File: src/rtl/pipelined_prefix_adder.sv
// rtl/pipelined_prefix_adder.sv - pipelined Sklansky parallel-prefix adder/subtractor with valid/ready flow control
module pipelined_prefix_adder #(
  parameter int WIDTH = 32
) (
  input  logic             clk,
  input  logic             reset,
  input  logic             in_valid,
  output logic             in_ready,
  input  logic [WIDTH-1:0] a,
  input  logic [WIDTH-1:0] b,
  input  logic             cin,
  input  logic             sub,
  output logic             out_valid,
  input  logic             out_ready,
  output logic [WIDTH-1:0] y,
  output logic             cout,
  output logic             ovf,
  output logic             zero
);

  localparam int LEVELS = $clog2(WIDTH);

  // Global stall: everything moves together only when the output slot can be freed.
  logic advance;
  assign advance  = !out_valid || out_ready;
  assign in_ready = advance && !reset;

  // Stage k holds the operands, carry-in and the group generate/propagate after k prefix levels.
  logic [LEVELS:0]  v_s;
  logic [LEVELS:0]  c_s;
  logic [WIDTH-1:0] a_s [0:LEVELS];
  logic [WIDTH-1:0] b_s [0:LEVELS];
  logic [WIDTH-1:0] g_s [0:LEVELS];
  logic [WIDTH-1:0] p_s [0:LEVELS-1];

  logic [WIDTH-1:0] g_nx [0:LEVELS-1];
  logic [WIDTH-1:0] p_nx [0:LEVELS-1];

  logic [WIDTH-1:0] b_eff;
  logic             c_in;
  logic [WIDTH-1:0] g_in;
  logic [WIDTH-1:0] p_in;

  // Bit-level generate/propagate; the carry-in is merged into bit 0's generate,
  // which is the cell directly above the carry-in position.
  always_comb begin
    b_eff   = sub ? ~b : b;
    c_in    = sub ? 1'b1 : cin;
    p_in    = a | b_eff;
    g_in    = a & b_eff;
    g_in[0] = g_in[0] | (p_in[0] & c_in);
  end

  // Sklansky levels: at level l, every bit whose index has bit l set absorbs the
  // group ending just below its 2^l-aligned half.
  always_comb begin
    for (int l = 0; l < LEVELS; l++) begin
      g_nx[l] = g_s[l];
      p_nx[l] = p_s[l];
      for (int i = 0; i < WIDTH; i++) begin
        if (((i >> l) & 1) == 1) begin
          g_nx[l][i] = g_s[l][i] | (p_s[l][i] & g_s[l][((i >> l) << l) - 1]);
          p_nx[l][i] = p_s[l][i] & p_s[l][((i >> l) << l) - 1];
        end
      end
    end
  end

  // Prefix pipeline registers; only valid bits need clearing on reset.
  always_ff @(posedge clk) begin
    if (reset) begin
      v_s <= '0;
    end else if (advance) begin
      v_s[0] <= in_valid;
      c_s[0] <= c_in;
      a_s[0] <= a;
      b_s[0] <= b_eff;
      g_s[0] <= g_in;
      p_s[0] <= p_in;
      for (int k = 1; k <= LEVELS; k++) begin
        v_s[k] <= v_s[k-1];
        c_s[k] <= c_s[k-1];
        a_s[k] <= a_s[k-1];
        b_s[k] <= b_s[k-1];
        g_s[k] <= g_nx[k-1];
      end
      for (int k = 1; k < LEVELS; k++) begin
        p_s[k] <= p_nx[k-1];
      end
    end
  end

  logic [WIDTH-1:0] carries;
  logic [WIDTH-1:0] sum;
  logic             sum_cout;
  logic             sum_ovf;
  logic             sum_zero;

  // Carry into bit i is the group generate of bits i-1..0; bit 0 gets the raw carry-in.
  always_comb begin
    carries  = {g_s[LEVELS][WIDTH-2:0], c_s[LEVELS]};
    sum      = a_s[LEVELS] ^ b_s[LEVELS] ^ carries;
    sum_cout = g_s[LEVELS][WIDTH-1];
    sum_ovf  = (a_s[LEVELS][WIDTH-1] == b_s[LEVELS][WIDTH-1]) &&
               (sum[WIDTH-1] != a_s[LEVELS][WIDTH-1]);
    sum_zero = (sum == '0);
  end

  // Output stage; holds while stalled so the result stays stable until taken.
  always_ff @(posedge clk) begin
    if (reset) begin
      out_valid <= 1'b0;
      y         <= '0;
      cout      <= 1'b0;
      ovf       <= 1'b0;
      zero      <= 1'b0;
    end else if (advance) begin
      out_valid <= v_s[LEVELS];
      y         <= sum;
      cout      <= sum_cout;
      ovf       <= sum_ovf;
      zero      <= sum_zero;
    end
  end

endmodule

File: config.mk
export PLATFORM = sky130hd
export DESIGN_NAME = pipelined_prefix_adder
export DESIGN_NICKNAME = d
export VERILOG_FILES = /design/src/rtl/pipelined_prefix_adder.sv
export SDC_FILE = /design/constraint.sdc
export NUM_CORES = 1
export LEC_CHECK = 0
export ABC_AREA = 1
export BUFFER_PORTS_ARGS = -buffer_cell sky130_fd_sc_hd__buf_4
export CELL_PAD_IN_SITES_DETAIL_PLACEMENT = 1
export CELL_PAD_IN_SITES_GLOBAL_PLACEMENT = 2
export CORE_MARGIN = 8
export CORE_UTILIZATION = 45
export CTS_CLUSTER_SIZE = 28
export DETAILED_ROUTE_END_ITERATION = 12
export PLACE_DENSITY_LB_ADDON = 0.25
export REMOVE_ABC_BUFFERS = 1
export SYNTH_ARGS = -nofsm -noshare
export SYNTH_HDL_FRONTEND = slang
export SYNTH_SLANG_ARGS = --single-unit
File: constraint.sdc
create_clock -name clk -period 28.4 [get_ports clk]
set_clock_uncertainty 0.2 [all_clocks]
set_input_delay 5.68 -clock clk [delete_from_list [all_inputs] [get_ports clk]]
set_output_delay 5.68 -clock clk [all_outputs]
set_load 0.01 [all_outputs]
==> results.md <==
* Overall die height at roughly 250 um
* WL final at ~39 mm
* First-pass GRT wire length at 62.0 mm
* Largest area contributor in the netlist: edfxtp_1
* Final Hold Vio Count at 0
* Status: finished clean
* CP max stage delay at 190 ps
* Remaining global-route overflow at 0
* Row cnt at 87
* Syn_area_per_cell at 17.6 sq um
* Slew Limit Fails at 0
* Largest family of logic cells by synthesized area: simple AND/OR/NAND/NOR gates
* Count leader, synth: edfxtp_1
* Number of H-tree levels at 3
* Worst-margin pin slew at 1100 ps
* Via density at ~4.6
* TritonCTS clock tree: yes
* RR Startpoint: out_valid
* Asr flop ratio synth at 0%
* Dpl cells at roughly 2300
* Pwr per Cell Area at between 80 and 90 nW/um^2
* Synth Flop Type: edfxtp_1
* Root buffer cell: clkbuf_16
* Detailed Routing Iterations Pass 1 at 4
* Starting Density at a little under half
* Clk_lat worst skew at ~600 ps
* Total CTS buffers at 77
* Final ANT Viol Nets at 0
* EDFF count, synth at between 700 and 800
* Chip width at ~250 um
* Adder-Cell Fraction of Synth Area at less than 1%
* Clock transition at the registers of the reported paths at 60 ps
* Unique masters post-synth at 26
* I/O Buffers at 106
* Max IR drop VDD at a little under 0.05 mV
* CP Launch Type: primary input
* Mapped Area at between 20000 and 30000 sq um
* Layout Nets at between 1500 and 2000
* Worst hold path type: register to register
* Dpl hpwl at roughly 24 mm
* Post-Synth XOR/XNOR Area at under 10%
* Critical path's most frequent cell: buf_4
* Clock Sinks at between 700 and 800
* Reg2reg setup slack at 23990 ps
* Reg-to-Reg End: b_s[0][2]
* RD Place Congestion at 0.689
* CP Cell Sequence: buf_4 > nor2_4 > buf_4
* TNS Setup at 0 ps
* Sequential fraction of the synthesis area at ~86%
* #FFs+latches synth at about 750
* Slew HR at 26.4%
* Required @ worst endpoint at 22520 ps
* Clock network fraction of total power at between 40% and 50%
* Setup crit end kind: output pin
* PnR worst setup slack at between 15000 and 20000 ps
* Vias in the first global route at roughly 12000
* Synth cell count leaders: edfxtp_1, nand2_1, inv_1, a21o_1, nor2_1
* Largest net degree at the start of global routing at 200
* Wire length per cell at around 16 um
* Layout cells sized above 1 at between 10% and 20%
* Clock Path Buffers at 3
* FF-to-FF path depth at 7
* Setup Buffers After CTS at 0
* Post-synth top area share at 83.2%
* Achievable Freq at 82.8 MHz
* Mux cell area share after synthesis at 0%
* Leakage power at around 12 nW
* CP max-delay cell: buf_4
* Sw Share at roughly 20%
* Crit Path Max Fanout at 5
* Net switching power at 0.476 mW
* Tot GR Track Use at 12.3%
* Layout Cells excl Fill at around 2500
* Hold_buf cts at 0
* Sink of the worst hold path: b_s[5][2]
* Combinational share of power at about 3.6%
* Internal power at 1.94 mW
* Total chip power at 2.42 mW
* Ant. Diodes at 0
* Post-route DRC violation count at 0
* Max Cap Violations at 0
* Synth Warn # at 0
* Area grow syn2layout at 16.6%
* Crit path kind: primary input to output pin
* Initial DRC count at 698
* Compound-cell area share of the yosys netlist at 3.43%
* Post-Place Worst Slack at about 16000 ps
* Post-Synth Simple-Gate Area at between 5 and 6%
* Ports at between 100 and 150
* Setup violations, final at 0
* Final Cycle Share at a little over two fifths
* HP Start: b_s[4][2]
* Reg power frac at between 50 and 60%
* Critical path arrival at approximately 6200 ps
* Routed vias at approximately 11000
* Antenna violations before repair at 1
* RSZ-0062 raised after global routing: false
* Core Box Area at about 56000 sq um
* Post-CTS resize count at 0
* Minimum clock period at ~12000 ps
* Hold Path Cell Cnt at 0
* Synth top area cells: edfxtp_1, nand2_1, dfxtp_1, inv_1, a21o_1
* Synth Instances at 1462
* Die ar. at approximately 65000 sq um
-- per-layer routing --
layer	vias up	wire [um]	global-route usage (%)
met5	-	13	0
met4	2	880	4.65
met3	64	2270	3.37
met2	156	20400	21.7
met1	5571	15800	14.1
li1	5522	-	-
-- cell type report --
type / instances / area (sq um)
clock buffers: 104 / 2100
clock inverters: 36 / 439
fillers: 5261 / 26500
inverters: 184 / 691
multi-input cells: 510 / 2690
flip-flops and latches: 753 / 22200
well taps: 756 / 946
repair buffers: 114 / 868
-- power by group through the flow --
stage | sequential, mW | combinational (mW) | clock [mW]
6_report | 1.32 | 0.0871 | 1.01
5_1_grt | 1.33 | 0.0988 | 1.08
4_1_cts | 1.33 | 0.0904 | 1.04
3_5_place_dp | 1.35 | 0.0897 | 0
3_3_place_gp | 1.34 | 0.0854 | 0
2_1_floorplan | 1.35 | 0.0512 | 0
-- registers in the layout (all words and copies together) (netlist names) --
register   count
a_s          192
v_s            6
b_s          192
cout           1
g_s          192
zero           1
out_valid      1
p_s          129
ovf            1
y             32
c_s            6
-- cells in the final DEF, fill, tap and decap left out, types with 2 or more instances in the layout --
master / n
edfxtp_1: 711
nand2_1: 271
inv_1: 182
buf_4: 113
a21o_1: 80
clkbuf_16: 79
nor2_1: 43
dfxtp_1: 42
xnor2_1: 38
nand3b_1: 23
clkbuf_1: 22
o21ai_1: 16
clkinv_1: 13
o21ai_2: 10
bufinv_16: 10
xor2_1: 7
clkinv_2: 7
a22o_1: 6
o22ai_1: 5
inv_6: 5
nor2_4: 3
clkbuf_8: 3
inv_2: 2
nand3_1: 2
-- per-stage QoR --
stage | area [sq um] | util [%] | hold slack (ps)
2_1_floorplan | 25600 | - | 200
3_3_place_gp | 27400 | 48.6 | 200
3_5_place_dp | 27400 | 48.6 | 205
4_1_cts | 29900 | 53.1 | 202
5_1_grt | 29900 | 53.1 | 217
6_report | 29900 | 53.1 | 202
-- worst max path at each step --
stage,slack [ps],to,start,cells after the start
2_1_floorplan,6610,in_ready,out_ready,2
3_3_place_gp,16290,in_ready,reset,3
3_5_place_dp,16310,in_ready,reset,3
4_1_cts,16310,in_ready,reset,3
5_1_grt,16290,in_ready,reset,3
6_report,16330,in_ready,reset,3
-- critical path: cells and delay by family --
kind | cells | cell delay (ps)
simple gates | 1 | 170
buf+inv | 2 | 330
-- cell families (layout without fill, tap and decap cells) --
family | Yosys count | after routing
DFF | 753 | 753
AOI/OAI and AO/OA | 121 | 121
xor gates and xnor gates | 45 | 45
buffers and inverters | 199 | 438
and+or+nand+nor | 343 | 343
adders and majority gates | 1 | 1
(Power assumes the default switching activity.)
